--- src/rtl/game_round_controller.sv ---
// Round sequencer for the target/torpedo game: arms sprites, fires the
// torpedo on request, scores hits and misses and shows each result for a
// fixed number of cycles before the next round or the game-over screen.
`timescale 1ns/1ps

module game_round_controller #(
    parameter int                unsigned w_x        = 10,
    parameter int                unsigned w_y        = 9,
    parameter int                unsigned TARGET_X0  = 0,
    parameter int                unsigned TARGET_Y0  = 0,
    parameter logic signed [1:0] TARGET_DX           = 2'sb01,
    parameter logic signed [1:0] TARGET_DY           = 2'sb00,
    parameter int                unsigned TORPEDO_X0 = 316,
    parameter int                unsigned TORPEDO_Y0 = 472,
    parameter logic signed [1:0] TORPEDO_DX          = 2'sb00,
    parameter logic signed [1:0] TORPEDO_DY          = 2'sb11,
    parameter int                unsigned END_HOLD   = 50_000_000,
    parameter int                unsigned MAX_MISSES = 3
) (
    input  logic                  clk,
    input  logic                  rst,
    input  logic                  key_start,
    input  logic                  key_launch,
    input  logic                  collision,
    input  logic                  torpedo_hit_wall,
    output logic                  target_write_xy,
    output logic                  target_write_dxy,
    output logic                  target_enable_update,
    output logic                  torpedo_write_xy,
    output logic                  torpedo_write_dxy,
    output logic                  torpedo_enable_update,
    output logic [w_x-1:0]        target_x,
    output logic [w_y-1:0]        target_y,
    output logic [w_x-1:0]        torpedo_x,
    output logic [w_y-1:0]        torpedo_y,
    output logic signed [1:0]     target_dx,
    output logic signed [1:0]     target_dy,
    output logic signed [1:0]     torpedo_dx,
    output logic signed [1:0]     torpedo_dy,
    output logic [3:0]            score,
    output logic [3:0]            misses,
    output logic                  state_win,
    output logic                  state_miss,
    output logic                  game_over
);

    localparam int unsigned HW = $clog2(END_HOLD + 1);
    localparam logic [HW-1:0] HOLD_LAST = HW'(END_HOLD - 1);

    typedef enum logic [2:0] {
        IDLE, START, AIM, SHOOT, FLIGHT, WIN, MISS, OVER
    } state_t;

    state_t       state_q, state_d;
    logic [3:0]   score_q, score_d;
    logic [3:0]   misses_q, misses_d;
    logic [HW-1:0] hold_q, hold_d;
    logic         startPrev_q, launchPrev_q, armed_q;
    logic         startEdge, launchEdge;

    // Registered output copies, loaded from the decode of the next state.
    logic [8:0]   outs_q, outs_d;

    assign target_x   = w_x'(TARGET_X0);
    assign target_y   = w_y'(TARGET_Y0);
    assign torpedo_x  = w_x'(TORPEDO_X0);
    assign torpedo_y  = w_y'(TORPEDO_Y0);
    assign target_dx  = TARGET_DX;
    assign target_dy  = TARGET_DY;
    assign torpedo_dx = TORPEDO_DX;
    assign torpedo_dy = TORPEDO_DY;

    // Edges are suppressed on the first clock after reset so a key held
    // through reset release cannot start or fire anything.
    assign startEdge  = key_start  & ~startPrev_q  & armed_q;
    assign launchEdge = key_launch & ~launchPrev_q & armed_q;

    assign {target_write_xy, target_write_dxy, target_enable_update,
            torpedo_write_xy, torpedo_write_dxy, torpedo_enable_update,
            state_win, state_miss, game_over} = outs_q;
    assign score  = score_q;
    assign misses = misses_q;

    // State, counters, key history and registered outputs.
    always_ff @(posedge clk or posedge rst) begin
        if (rst) begin
            state_q      <= IDLE;
            score_q      <= 4'd0;
            misses_q     <= 4'd0;
            hold_q       <= '0;
            startPrev_q  <= 1'b0;
            launchPrev_q <= 1'b0;
            armed_q      <= 1'b0;
            outs_q       <= '0;
        end else begin
            state_q      <= state_d;
            score_q      <= score_d;
            misses_q     <= misses_d;
            hold_q       <= hold_d;
            startPrev_q  <= key_start;
            launchPrev_q <= key_launch;
            armed_q      <= 1'b1;
            outs_q       <= outs_d;
        end
    end

    // Next-state, counter updates and output decode of the next state.
    always_comb begin
        state_d  = state_q;
        score_d  = score_q;
        misses_d = misses_q;
        hold_d   = hold_q;
        outs_d   = '0;
        case (state_q)
            IDLE, OVER: begin
                if (startEdge) begin
                    state_d  = START;
                    score_d  = 4'd0;
                    misses_d = 4'd0;
                end
            end
            START: state_d = AIM;
            AIM: begin
                if (launchEdge) state_d = SHOOT;
            end
            SHOOT: state_d = FLIGHT;
            FLIGHT: begin
                if (collision) begin
                    state_d = WIN;
                    hold_d  = '0;
                    if (score_q != 4'd15) score_d = score_q + 4'd1;
                end else if (torpedo_hit_wall) begin
                    state_d = MISS;
                    hold_d  = '0;
                    if (misses_q != 4'd15) misses_d = misses_q + 4'd1;
                end
            end
            WIN: begin
                if (hold_q == HOLD_LAST) state_d = START;
                else                     hold_d  = hold_q + HW'(1);
            end
            MISS: begin
                if (hold_q == HOLD_LAST)
                    state_d = (misses_q == 4'(MAX_MISSES)) ? OVER : START;
                else
                    hold_d = hold_q + HW'(1);
            end
            default: state_d = IDLE;
        endcase

        case (state_d)
            START:   outs_d = 9'b110_110_000;
            AIM:     outs_d = 9'b001_000_000;
            SHOOT:   outs_d = 9'b001_110_000;
            FLIGHT:  outs_d = 9'b001_001_000;
            WIN:     outs_d = 9'b000_000_100;
            MISS:    outs_d = 9'b000_000_010;
            OVER:    outs_d = 9'b000_000_001;
            default: outs_d = 9'b000_000_000;
        endcase
    end

endmodule

--- config.mk ---
export PLATFORM = sky130hd
export DESIGN_NAME = game_round_controller
export DESIGN_NICKNAME = d
export VERILOG_FILES = /design/src/rtl/game_round_controller.sv
export SDC_FILE = /design/constraint.sdc
export NUM_CORES = 1
export LEC_CHECK = 0
export CAP_MARGIN = 15
export CORE_ASPECT_RATIO = 0.75
export CORE_MARGIN = 2
export CORE_UTILIZATION = 40
export CTS_BUF_LIST = sky130_fd_sc_hd__clkbuf_8
export DETAILED_ROUTE_END_ITERATION = 16
export GPL_TIMING_DRIVEN = 0
export PLACE_DENSITY = 0.66
export RECOVER_POWER = 100
export SETUP_SLACK_MARGIN = 0.3
export SYNTH_ARGS = -nofsm -noshare
export SYNTH_HDL_FRONTEND = slang
export SYNTH_SLANG_ARGS = --single-unit
--- constraint.sdc ---
create_clock -name clk -period 5.6 [get_ports clk]
set_clock_uncertainty 0.05 [all_clocks]
set_input_delay 1.12 -clock clk [delete_from_list [all_inputs] [get_ports clk]]
set_output_delay 1.12 -clock clk [all_outputs]
set_load 0.02 [all_outputs]
== Word level (Yosys, flattened, before mapping) ==
Index checks and enable logic that the tools add are counted.
Widths: inputs -> output; s select.
Word-level totals
  flip-flop bits (word level): 49
  bits of input ports: 6
  output and inout port bits: 63
  word-level logic and storage cells: 72
Cells by class
  $add $sub $neg: 3
  eq/ne operators: 26
  mux-type cells: 21
  bitwise logic cells: 6
  reduce and logical (&&, ||, !) cells: 8
Operator list (number)
  $mux 26: 3
  $pmux 9 s7: 1
  $pmux 26 s2: 1
  $add 26x1->26 const B: 1
  $eq 26x26->1 const B: 1
  $eq 3x3->1 const B: 8
  $mux 4: 6
  $mux 3: 7
  $pmux 3 s7: 1
  $pmux 4 s2: 2
  $ne 2x2->1 const B: 7
  $eq 3x2->1 const B: 4
  $add 4x1->4 const B: 2
  $ne 4x4->1 const B: 2
  $eq 3x1->1 const B: 2
  $reduce_and 5->1: 1
  $and 1x1->1: 4
  $eq 4x2->1 const B: 1
  $reduce_and 4->1: 1
  $reduce_bool 2->1: 2
  $reduce_or 2->1: 2
  $logic_not 3->1: 1
  $ne 3x3->1 const B: 1
  $reduce_and 3->1: 1
  $not 1->1: 2

== Logic depth before layout (Yosys ltp) ==
  depth in word-level cells: 7
  depth in mapped cells: 8
  gate-level depth less buffers: 7

== Worst setup path before layout ==
Ideal clock, no wire load.
  kind: input-to-reg
  start: in collision
  end: reg hold_q[22]
  library setup time: 66 ps
  arrival: 2484 ps
  required time: 5484 ps
  path slack: 3000 ps
  cell stages on the path: 6
  buffers on the path: 1
  cell sequence: nor2_1 a211o_2 a2111o_1 buf_6 or4_1 nand2_1
On the way
  word-level cells in the longest chain between the ends: 2
  elaborated cells between the ends (all ways): 4
  those cells by class: eq/ne (1); mux (2); reduce/logical (1)
RTL lines
  start, declared: line 24  | input logic collision,
  $ne 3x3->1 (no line) / $mux 26 (equally long branches)
  $reduce_and 3->1 (no line) / $pmux 26 s2 (equally long branches)
  end signal, assigned: line 99  | hold_q <= hold_d;
  end, declared: line 57  | logic [HW-1:0] hold_q, hold_d;
Several ways; a longest one is shown, not always the timed one.
A chain may end at the register's enable or synchronous reset.

==> metrics.md <==
| Metric | Value |
|---|---|
| Crit path from | rst |
| Hpwl dp | between 4000 and 5000 µm |
| Worst-margin pin slew | 1.93 ns |
| Die Wd | approximately 100 µm |
| # H-tree levels | 2 |
| Fillers | 704 |
| CTS Buf Count | 5 |
| Antenna cell count | 0 |
| Post-layout nets | 410 |
| Ratio of cells with drive above 1 in the final layout | 17.2% |
| Initial Util | a little over two fifths |
| GPL Wtd Cong | between 0.8 and 0.9 |
| # setup viols final | 0 |
| # DRC | 0 |
| Slew Limit Fails | 37 |
| Worst skew pair latency | approximately 0.30 ns |
| Ys async rst share | 100% |
| Failing checks | capacitance limit, slew limit |
| Clock Sink Count | 47 |
| Crit. End Element | async pin |
| LEAKAGE | approximately 1.6 nW |
| Worst r2r dst | hold_q[8] |
| First-pass GRT wire length | approximately 11000 µm |
| Maximum clock path buffer count | 2 |
| DIE AREA | roughly 8000 µm² |
| Critical Path Start Type | input pin |
| CTS Hold Buffers Added | 0 |
| Critical-path maximum fanout | 36 |
| Yosys reg bits | 47 |
| Post-Layout Cell Count | 500 |
| Most frequent cells in the layout | 49 x buf_4, 47 x conb_1, 47 x dfrtp_1 |
| Setup_tns | 0 ns |
| Reg2reg setup slack | 2.21 ns |
| Tcrit/Tclk final | between 60% and 70% |
| Syn avg cell area | between 8 and 9 µm² |
| Vias in the first global route | around 2200 |
| Netlist cell types | 54 |
| Most common flop cell mapped by yosys | dfrtp_1 |
| Slew headroom | -28.3% |
| Outcome | finished, violations left |
| Fin util | 50.4% |
| Setup crit end | hold_q[18] |
| Most common cell after layout, fill and taps aside | buf_4 |
| Vias/cell | about 4.8 |
| Rows | 26 |
| Reg clk slew, reported paths | about 0.090 ns |
| YS warnings | 0 |
| Worst vdd rail ir drop | around 170 µV |
| Detail Route Antenna Nets | 0 |
| RSZ-0062 raised after global routing | no |
| Die Span Y | slightly below 80 µm |
| Core Box Area | about 7000 µm² |
| Antenna violations before repair | 0 |
| Avg WL per Cell | ~13 µm |
| Port Buffers | 22 |
| Post-CTS repair timing setup buffer count | 0 |
| Min Tclk post-route | 3.45 ns |
| CTS tree | done |
| Top Ports | just under 70 |
| Post-synth EDFFs | 0 |
| Mapped Area | roughly 3000 µm² |
| Overall routed net length | about 6400 µm |
| Via Count | approximately 2400 |
| Pre-Repair DR Iteration Count | 4 |
| Pin count of the biggest net entering global routing | 37 |
| WP data required | around 5.6 ns |
| Initial DRC count | between 100 and 150 |
| Register area share after synthesis | around two fifths |
| HP Class | reg -> reg |
| Final Hold Viols | 0 |
| Layout overhead on the synthesized area | 19.8% |
| R2R cell count | 6 |
| FMAX | slightly below 0.3 GHz |
| Total GRT Usage | between 15 and 20% |
| Grt ovf | 0 |
| Dpl cells | 492 |
| Power density cells | roughly 360 nW/µm² |
| Syn Inst Count | approximately 330 |
| Clock root buffer | clkbuf_8 |
| Origin of the critical flop-to-flop path | hold_q[8] |
| Post_cts resized | 0 |
| Crit path DAT | about 3.4 ns |
| Crit path kind | in -> async |
| Max-cap violations | 1 |
## cell families (layout without fill, tap and decap cells)
group | after synthesis | after routing | synth area share, %
other cells | 2 | 47 | 0.256
simple gates | 129 | 129 | 25.2
flops | 47 | 47 | 40.2
mux | 1 | 1 | 0.342
compound gates | 60 | 60 | 13.3
xor+xnor | 12 | 12 | 3.59
fa+ha+maj | 3 | 3 | 1.28
buf+inv | 72 | 103 | 15.8
## metrics by stage
stage          hold WS, ns  power (W)  cell area [µm²]  worst slack [ns]
2_1_floorplan        0.464   0.000890             3100              3.00
6_report             0.491    0.00125             3510              2.15
3_5_place_dp         0.490    0.00106             3460              2.34
4_1_cts              0.503    0.00127             3550              2.65
3_3_place_gp         0.476    0.00104             3440              2.33
5_1_grt              0.540    0.00134             3510              1.59
## worst min-delay path by stage
stage / from / end / depth (start not counted)
6_report: score[0] / score[0] / 1
2_1_floorplan: hold_q[13] / hold_q[13] / 2
4_1_cts: score[0] / score[0] / 1
3_3_place_gp: score[1] / score[1] / 2
5_1_grt: misses[0] / misses[0] / 1
3_5_place_dp: score[0] / score[0] / 1
## per-layer routing
layer / vias up / global-route usage [%] / routed length [µm] / share of wire (%)
li1: 1222 / - / - / -
met1: 1104 / 25.3 / 3260 / 51
met2: 77 / 25.5 / 2750 / 43
met3: 4 / 3.03 / 370 / 5.8
met4: 0 / 3.03 / 36 / 0.56
met5: - / 0 / 0 / 0
## final cells by class
type	instances	area, µm²	share of cell area (%)
Clock inverter	3	20.0	0.571
Inverter	11	41.3	1.18
Tap cell	98	123	3.50
Sequential cell	47	1180	33.5
Clock buffer	5	68.8	1.96
Timing Repair Buffer	23	224	6.38
Multi-Input combinational cell	252	1440	41.1
Buffer	61	414	11.8
## critical path, stage by stage
cell           delay [ns]
dlygate4sd3_1        0.53
inv_1                0.34
clkbuf_1             1.43
## flip-flops by register name, indices dropped and copies added (netlist names)
register and count:
score 4, outs_q 7, launchPrev_q 1, hold_q 26
armed_q 1, misses 4, startPrev_q 1, state_q 3
## power by group
part	total, W	internal, W	switching [W]	leakage, nW
clock network	0.000207	0.0000871	0.000120	0.0402
registers	0.000514	0.000424	0.0000895	0.624
logic	0.000527	0.000201	0.000327	0.914
## Yosys cell counts, types with 2 or more instances
| cell | n | area, µm² |
|---|---|---|
| buf_4 | 49 | 368 |
| dfrtp_1 | 47 | 1180 |
| nor2_1 | 26 | 97.6 |
| nand2_1 | 23 | 86.3 |
| a21oi_1 | 17 | 85.1 |
| nand3_1 | 15 | 75.1 |
| o21ai_0 | 14 | 70.1 |
| inv_1 | 11 | 41.3 |
| xnor2_1 | 11 | 96.3 |
| clkbuf_1 | 10 | 37.5 |
| or3_1 | 9 | 56.3 |
| nor4_1 | 7 | 43.8 |
| o31ai_1 | 7 | 52.6 |
| or4_1 | 7 | 52.6 |
| nor3_1 | 6 | 30.0 |
| nand3b_1 | 5 | 37.5 |
| nand4_1 | 5 | 31.3 |
| a211oi_1 | 4 | 30.0 |
| and3_1 | 4 | 25.0 |
| a2111oi_0 | 3 | 26.3 |
| ha_1 | 3 | 37.5 |
| o41ai_1 | 3 | 26.3 |
| or2_2 | 3 | 18.8 |
| conb_1 | 2 | 7.51 |
| nand2b_1 | 2 | 12.5 |
| nand4b_1 | 2 | 17.5 |
| nor2b_1 | 2 | 12.5 |
| o211ai_1 | 2 | 15.0 |
| o22ai_1 | 2 | 12.5 |
No activity file was read; power rests on OpenSTA's default activity.
